### config.mk
export PLATFORM = sky130hd
export DESIGN_NAME = tl_e_ack_scheduler
export DESIGN_NICKNAME = d
export VERILOG_FILES = /design/src/rtl/tl_e_ack_scheduler.sv
export SDC_FILE = /design/constraint.sdc
export NUM_CORES = 1
export LEC_CHECK = 0
export CAP_MARGIN = 20
export CORE_AREA = 2 2 50 52
export DETAILED_ROUTE_END_ITERATION = 12
export DIE_AREA = 0 0 52 54
export PLACE_DENSITY = 0.76
export SLEW_MARGIN = 10
export SYNTH_ARGS = -nofsm -noshare
export SYNTH_HDL_FRONTEND = slang
export SYNTH_SLANG_ARGS = --single-unit
### constraint.sdc
create_clock -name clock -period 2.2 [get_ports clock]
set_input_delay 0.22 -clock clock [delete_from_list [all_inputs] [get_ports clock]]
set_output_delay 0.22 -clock clock [all_outputs]
set_load 0.01 [all_outputs]
### src/rtl/tl_e_ack_scheduler.sv
// TileLink E-channel GrantAck scheduler: one registered E slot fed by NREQ requesters.
// Define TL_E_ACK_SCHED_RR_EN for round-robin arbitration; otherwise the lowest index wins.
module tl_e_ack_scheduler #(
  parameter int NREQ   = 2,
  parameter int SINK_W = 1,
  localparam int SRC_W = (NREQ > 1) ? $clog2(NREQ) : 1
) (
  input  logic                     clock,
  input  logic                     reset,
  input  logic [NREQ-1:0]          req_valid,
  input  logic [NREQ*SINK_W-1:0]   req_sink,
  output logic [NREQ-1:0]          req_ready,
  output logic                     e_valid,
  input  logic                     e_ready,
  output logic [SINK_W-1:0]        e_sink,
  output logic [SRC_W-1:0]         e_src,
  output logic [15:0]              ack_count
);

  localparam logic [SRC_W:0] NREQ_W = (SRC_W+1)'(NREQ);

  logic              e_valid_q, e_valid_d;
  logic [SINK_W-1:0] e_sink_q, e_sink_d;
  logic [SRC_W-1:0]  e_src_q, e_src_d;
  logic [15:0]       ack_count_q, ack_count_d;
  logic [SRC_W-1:0]  rr_ptr_q;

  logic              slot_free;
  logic              accept;
  logic              grant_found;
  logic [SRC_W-1:0]  grant_idx;
  logic [SRC_W:0]    cand;
  logic [SINK_W-1:0] sink_arr [NREQ];

  generate
    for (genvar gi = 0; gi < NREQ; gi++) begin : g_sink
      assign sink_arr[gi] = req_sink[gi*SINK_W +: SINK_W];
    end
  endgenerate

  // Search upward from the pointer, wrapping modulo NREQ; a zero pointer gives fixed priority.
  always_comb begin
    grant_found = 1'b0;
    grant_idx   = '0;
    cand        = '0;
    for (int k = 0; k < NREQ; k++) begin
      cand = {1'b0, rr_ptr_q} + (SRC_W+1)'(k);
      if (cand >= NREQ_W) cand = cand - NREQ_W;
      if (!grant_found && req_valid[cand[SRC_W-1:0]]) begin
        grant_found = 1'b1;
        grant_idx   = cand[SRC_W-1:0];
      end
    end
  end

  assign slot_free = !e_valid_q || e_ready;

  always_comb begin
    req_ready = '0;
    if (!reset && grant_found && slot_free) req_ready[grant_idx] = 1'b1;
  end

  assign accept = |req_ready;

  always_comb begin
    e_valid_d   = e_valid_q;
    e_sink_d    = e_sink_q;
    e_src_d     = e_src_q;
    ack_count_d = ack_count_q;
    if (accept) begin
      e_valid_d = 1'b1;
      e_sink_d  = sink_arr[grant_idx];
      e_src_d   = grant_idx;
    end else if (e_valid_q && e_ready) begin
      e_valid_d = 1'b0;
    end
    if (e_valid_q && e_ready && ack_count_q != 16'hFFFF) ack_count_d = ack_count_q + 16'd1;
  end

`ifdef TL_E_ACK_SCHED_RR_EN
  logic [SRC_W-1:0] rr_ptr_d;

  always_comb begin
    rr_ptr_d = rr_ptr_q;
    if (accept) rr_ptr_d = (grant_idx == SRC_W'(NREQ-1)) ? '0 : grant_idx + 1'b1;
  end

  always_ff @(posedge clock) begin
    if (reset) rr_ptr_q <= '0;
    else       rr_ptr_q <= rr_ptr_d;
  end
`else
  assign rr_ptr_q = '0;
`endif

  always_ff @(posedge clock) begin
    if (reset) begin
      e_valid_q   <= 1'b0;
      e_sink_q    <= '0;
      e_src_q     <= '0;
      ack_count_q <= '0;
    end else begin
      e_valid_q   <= e_valid_d;
      e_sink_q    <= e_sink_d;
      e_src_q     <= e_src_d;
      ack_count_q <= ack_count_d;
    end
  end

  assign e_valid   = e_valid_q;
  assign e_sink    = e_sink_q;
  assign e_src     = e_src_q;
  assign ack_count = ack_count_q;

endmodule

==> metrics.txt, run 1 <==
status=complete, no violations; area of the mapped netlist=0.00101 mm²; routed wire length=2350 µm; EDFF count, synth=0; TritonCTS Buffers=3; reg2reg path depth=5; RSZ-0062 raised after global routing=no; compound-cell area share of the yosys netlist=18.6%; #FFs+latches synth=19; total grt overflow=0; leakage power=0.447 nW; worst min-delay path startpoint=e_sink$_SDFFE_PP0P_; post-synthesis simple-gate area fraction=31.0%; final hold slack=0.501 ns; Clock Path Buffers=2; Critical Path RT=1.98 ns; Layout Nets=161; cell taking the most area after synthesis=dfxtp_1; post-layout minimum cycle time=1.92 ns; Synth Flop Type=dfxtp_1; setup TNS=0 ns; Worst VDD drop=0.272 mV; DR pass1 iterations=4; number of library cell types mapped by synthesis=34; XOR/XNOR Fraction of Synth Area=0%; commonest cells after routing, fill and taps aside=27 x clkdlybuf4s50_1, 19 x dfxtp_1, 11 x a21oi_1; Rel. slew slack=62.4%; Clk pin slew, worst setup/hold paths=0.11 ns; flop-to-flop setup slack=0.29 ns; die width=52 µm; Vias=1050; GR Util All Layers=18.6%; Syn-to-layout area delta=34.4%; crit end category=output port; vias in the first global route=966; syn nets=128; CTS tree=built; vias per cell=5.77; root buffer cell=clkbuf_4; synthesized instance count=120; Startpoint Class=primary input; HP Class=reg -> reg; dpl hpwl=1750 µm; syn avg cell area=8.45 µm²; CTS Hold Bufs=0; I/O pin count=28; initial antenna violation count=0; drt drc=0; clock sinks=19; Warnings, synthesis=0; wire length per cell=12.9 µm; initial drt markers=21; FMAX=520 MHz; CP max FO=7; slew of the pin with the lowest slew margin=0.558 ns; layout cells sized above 1=9.87%; Die Span Y=54 µm; Slew Limit Fails=0; Clock Latency Late Sink=0.30 ns; Tcrit/Tclk final=87.4%; worst r2r dst=ack_count[10]$_SDFFE_PP0P_; final hold viol count=0; Yosys top cell area share=37.5%; worst r2r src=ack_count[0]$_SDFFE_PP0P_; num rows=18; worst hold stages=2; Seq/Total Area, Yosys=37.5%; commonest non-fill, non-tap cell in the layout=clkdlybuf4s50_1; core area=0.00232 mm²; largest family of logic cells by synthesized area=simple AND/OR/NAND/NOR gates; number of buffers added on ports=27; Die ar.=0.00281 mm²; PostCTS Resize Cnt=0; multiplexer share of the synthesized area=8.64%; Routed Antenna Nets=0; largest net degree at the start of global routing=25; max-cap viol count=0; crit path DAT=1.70 ns; endpoints failing setup=0; FFs w/ async S/R, synth=0%; H-tree depth=1; GP Congestion=0.759; Hold Path Sink=e_sink$_SDFFE_PP0P_; initial core utilization=43.7%; Synth Area in Adders=1.23%; Layout Skew=0.00217 ns; largest cells by area after synthesis=dfxtp_1 38%, mux2_2 6.7%, a21oi_1 5.4%; critical path class=in -> out; first-pass GRT wire length=3930 µm; Antenna diodes=0; Power Density=442 mW/mm²; Setup Buffers After CTS=0
worst max-delay path by stage:
stage,slack (ns),to,depth (start not counted),from
6_report,0.28,req_ready[1],4,e_ready
5_1_grt,0.13,ack_count[15]$_SDFFE_PP0P_,4,ack_count[3]$_SDFFE_PP0P_
4_1_cts,0.27,req_ready[1],4,e_ready
3_5_place_dp,0.12,ack_count[15]$_SDFFE_PP0P_,5,e_ready
3_3_place_gp,0.17,ack_count[15]$_SDFFE_PP0P_,5,e_ready
2_1_floorplan,0.36,ack_count[15]$_SDFFE_PP0P_,4,ack_count[2]$_SDFFE_PP0P_
per-layer routing:
metal / vias up / share of wire, % / global-route usage [%]
met5: - / 0 / 0
met4: 0 / 2.0 / 9.21
met3: 5 / 4.5 / 4.17
met2: 29 / 50 / 32.9
met1: 492 / 44 / 21.2
li1: 524 / - / -
through the flow:
stage / std cells / instance area (µm²) / power [mW] / setup WS [ns] / utilization (%)
after CTS: 182 / 1360 / 0.611 / 0.266 / 58.7
after global placement: 178 / 1340 / 0.427 / 0.173 / 57.6
final: 182 / 1360 / 0.603 / 0.276 / 58.7
after detailed placement: 178 / 1340 / 0.429 / 0.121 / 57.6
after global routing: 182 / 1360 / 0.622 / 0.132 / 58.7
after floorplan: 120 / 1010 / 0.391 / 0.364 / -
synth_stat cells, drive strengths merged, types with 3 or more instances:
cell type / number
nand4: 3
or4: 4
nand2: 8
dfxtp: 19
nor2b: 6
o41ai: 3
nor2: 9
mux2: 6
a211oi: 3
inv: 6
nor3: 6
nand3: 7
or3: 4
a21oi: 11
nand2b: 3
state kept, by name (all words and copies together) (netlist names):
name / flops
ack_count: 16
e_sink: 1
e_src: 1
e_valid: 1
cells by family after synthesis:
family	count (synthesis)
buf+inv	8
flops	19
fa+ha+maj	1
simple gates	56
compound gates	28
mux	8
cell type report:
class / instances / area (µm²)
inverters: 6 / 22.5
repair buffers: 30 / 293
fillers: 220 / 957
flip-flops and latches: 19 / 380
clock buffers: 4 / 26.3
well taps: 30 / 37.5
multi-input cells: 93 / 603
where the power goes:
group	internal, mW	total [mW]	switching (mW)
combinational	0.0350	0.0650	0.0299
clock	0.0708	0.182	0.111
sequential	0.350	0.356	0.00617
total	0.456	0.603	0.147
worst max-delay path, stage by stage:
cell and delay (ns):
clkdlybuf4s50_1 0.49, nand2b_1 0.23, and4b_1 0.22, clkdlybuf4s50_1 0.54
Note: power is estimated with default switching activity, not from simulation.
==> inputs of run 2 (changes only) <==
CAP_MARGIN = not set   (was 20)
==> results of run 2 <==
Final layout, timing and power as in run 1 (identical DEF).
==> inputs of run 3 (changes only) <==
==> constraint.sdc (replaced) <==
create_clock -name clock -period 2.2 [get_ports clock]
set_input_delay 0.22 -clock clock [delete_from_list [all_inputs] [get_ports clock]]
set_output_delay 0.22 -clock clock [all_outputs]
set_load 0.02 [all_outputs]
==> run 3 against run 2 <==
  * Clock skew rose by 0.0029 ns
  * Largest cell class unchanged
  * Routed wire length is 4.0% higher
  * Total power up 1.1%
  * Maximum frequency decreased by 3.7%
  * Final cell count did not move
  * Clock power is essentially flat
  * Via count is 0.19% higher
  * First-iteration DRC count grew 62%
  * Utilization unchanged
  * Combinational power increased by 9.7%
==> metrics.txt, run 3 (synthesis results as in run 1) <==
status=complete, no violations; Critical Path RT=1.98 ns (about the same); max reg flops=16 (unchanged); root buffer cell=clkbuf_4; CP max stage cell=clkdlybuf4s50_1; layout cells sized above 1=9.87% (unchanged); drt drc=0 (unchanged); post-layout minimum cycle time=2.00 ns (+0.0748 ns); die width=52 µm (unchanged); CP max FO=7 (unchanged); GR Util All Layers=18.9% (+0.27 points); total grt overflow=0 (unchanged); slew of the pin with the lowest slew margin=0.556 ns (-0.00204 ns); clock sinks=19 (unchanged); most used cell, CP=clkdlybuf4s50_1; Area after DPL=0.00134 mm² (unchanged); Syn-to-layout area delta=34.4% (unchanged); Die ar.=0.00281 mm² (unchanged); Startpoint Class=primary input; HP Class=reg -> reg; initial drt markers=34 (+62%); critical path class=in -> out; cell family with the largest share of critical-path delay=buffers and inverters; Filler Cells Inserted=220 (unchanged); I/O pin count=28 (unchanged); Routed Antenna Nets=0 (unchanged); FMAX=500 MHz (-3.7%); Tcrit/Tclk final=90.8% (+3.4 points); Buf+Inv Stages, Crit Path=2 (unchanged); Antenna diodes=0 (unchanged); Rel. slew slack=62.6% (+0.14 points); DR pass1 iterations=4 (unchanged); PostCTS Resize Cnt=0 (unchanged); dpl ws=0.127 ns (+0.00571 ns); CTS tree=built; number of buffers added on ports=27 (unchanged); PnR Total Power=609 µW (+1.1%); crit path DAT=1.78 ns (+0.08 ns); Slew Limit Fails=0 (unchanged); num rows=18 (unchanged); GP Congestion=0.749 (-1.3%); H-tree depth=1 (unchanged); initial antenna violation count=0 (unchanged); Clock Latency Late Sink=0.30 ns (about the same); routed wire length=2440 µm (+4.0%); crit end category=output port; leakage power=0.447 nW (unchanged); setup TNS=0 ns (unchanged); Clock Path Buffers=2 (unchanged); max-cap viol count=0 (unchanged); CP max stage delay=0.61 ns (+0.07 ns); wire length per cell=13.4 µm (+4.0%); initial core utilization=43.7% (unchanged); Setup Buffers After CTS=0 (unchanged); commonest cells after routing, fill and taps aside=27 x clkdlybuf4s50_1, 19 x dfxtp_1, 11 x a21oi_1; final core occ=58.7% (unchanged); Layout Nets=161 (unchanged); vias in the first global route=942 (-2.5%); setup ws final=0.201 ns (-0.0748 ns); commonest non-fill, non-tap cell in the layout=clkdlybuf4s50_1; endpoints failing setup=0 (unchanged); vias per cell=5.78 (+0.19%); design area=0.00136 mm² (unchanged); Die Span Y=54 µm (unchanged); final hold viol count=0 (unchanged); first-pass GRT wire length=3950 µm (+0.33%); dpl hpwl=1830 µm (+4.2%); largest net degree at the start of global routing=25 (unchanged); CP Cell Sequence=clkdlybuf4s50_1, nand2b_1, and4b_1, clkdlybuf4s50_1; TritonCTS Buffers=3 (unchanged); Layout Skew=0.00502 ns (+0.00285 ns); Clk pin slew, worst setup/hold paths=0.10 ns (about the same); core area=0.00232 mm² (unchanged); CTS Hold Bufs=0 (unchanged); RSZ-0062 raised after global routing=no; Worst VDD drop=0.263 mV (-3.6%); Power Density=447 mW/mm² (+1.1%); Vias=1052 (+0.19%)
-- run 3: cell counts in the layout (fill, tap and decap cells not counted) --
No cell type changed its count.
-- run 3: per-stage QoR --
stage / std cells / hold WS [ns]
2_1_floorplan: 120 / 0.317
3_3_place_gp: 178 / 0.468
3_5_place_dp: 178 / 0.470
4_1_cts: 182 / 0.490
5_1_grt: 182 / 0.505
6_report: 182 / 0.484
-- run 3: final timing paths --
| kind | start | to | slack [ns] | depth (start not counted) |
|---|---|---|---|---|
| max | e_ready | req_ready[1] | 0.20 | 4 |
| min | e_sink$_SDFFE_PP0P_ | e_sink$_SDFFE_PP0P_ | 0.48 | 2 |
| max reg2reg | ack_count[2]$_SDFFE_PP0P_ | ack_count[15]$_SDFFE_PP0P_ | 0.28 | 4 |
| min reg2reg | e_sink$_SDFFE_PP0P_ | e_sink$_SDFFE_PP0P_ | 0.48 | 2 |
-- run 3: report_power, final --
group / internal [mW] / switching (mW)
clock: 0.0708 / 0.111
sequential: 0.350 / 0.00585
combinational: 0.0352 / 0.0361
total: 0.456 / 0.153
-- run 3: layer usage --
layer | global-route usage, % | vias up | routed length [µm]
met5 | 0 | - | 0
met4 | 8.33 | 0 | 48
met3 | 3.33 | 7 | 127
met2 | 34.6 | 35 | 1220
met1 | 21.5 | 492 | 1040
li1 | - | 518 | -
-- run 3: layout make-up --
type / count / area, µm² / share of cell area, %
repair buffers: 30 / 293 / 21.5
flip-flops and latches: 19 / 380 / 27.9
inverters: 6 / 22.5 / 1.65
well taps: 30 / 37.5 / 2.75
clock buffers: 4 / 26.3 / 1.93
multi-input cells: 93 / 603 / 44.3
-- run 3: worst min-delay path, stage by stage (launching register included) --
cell,delay [ns]
dfxtp_1,0.33
inv_1,0.05
a221oi_1,0.06
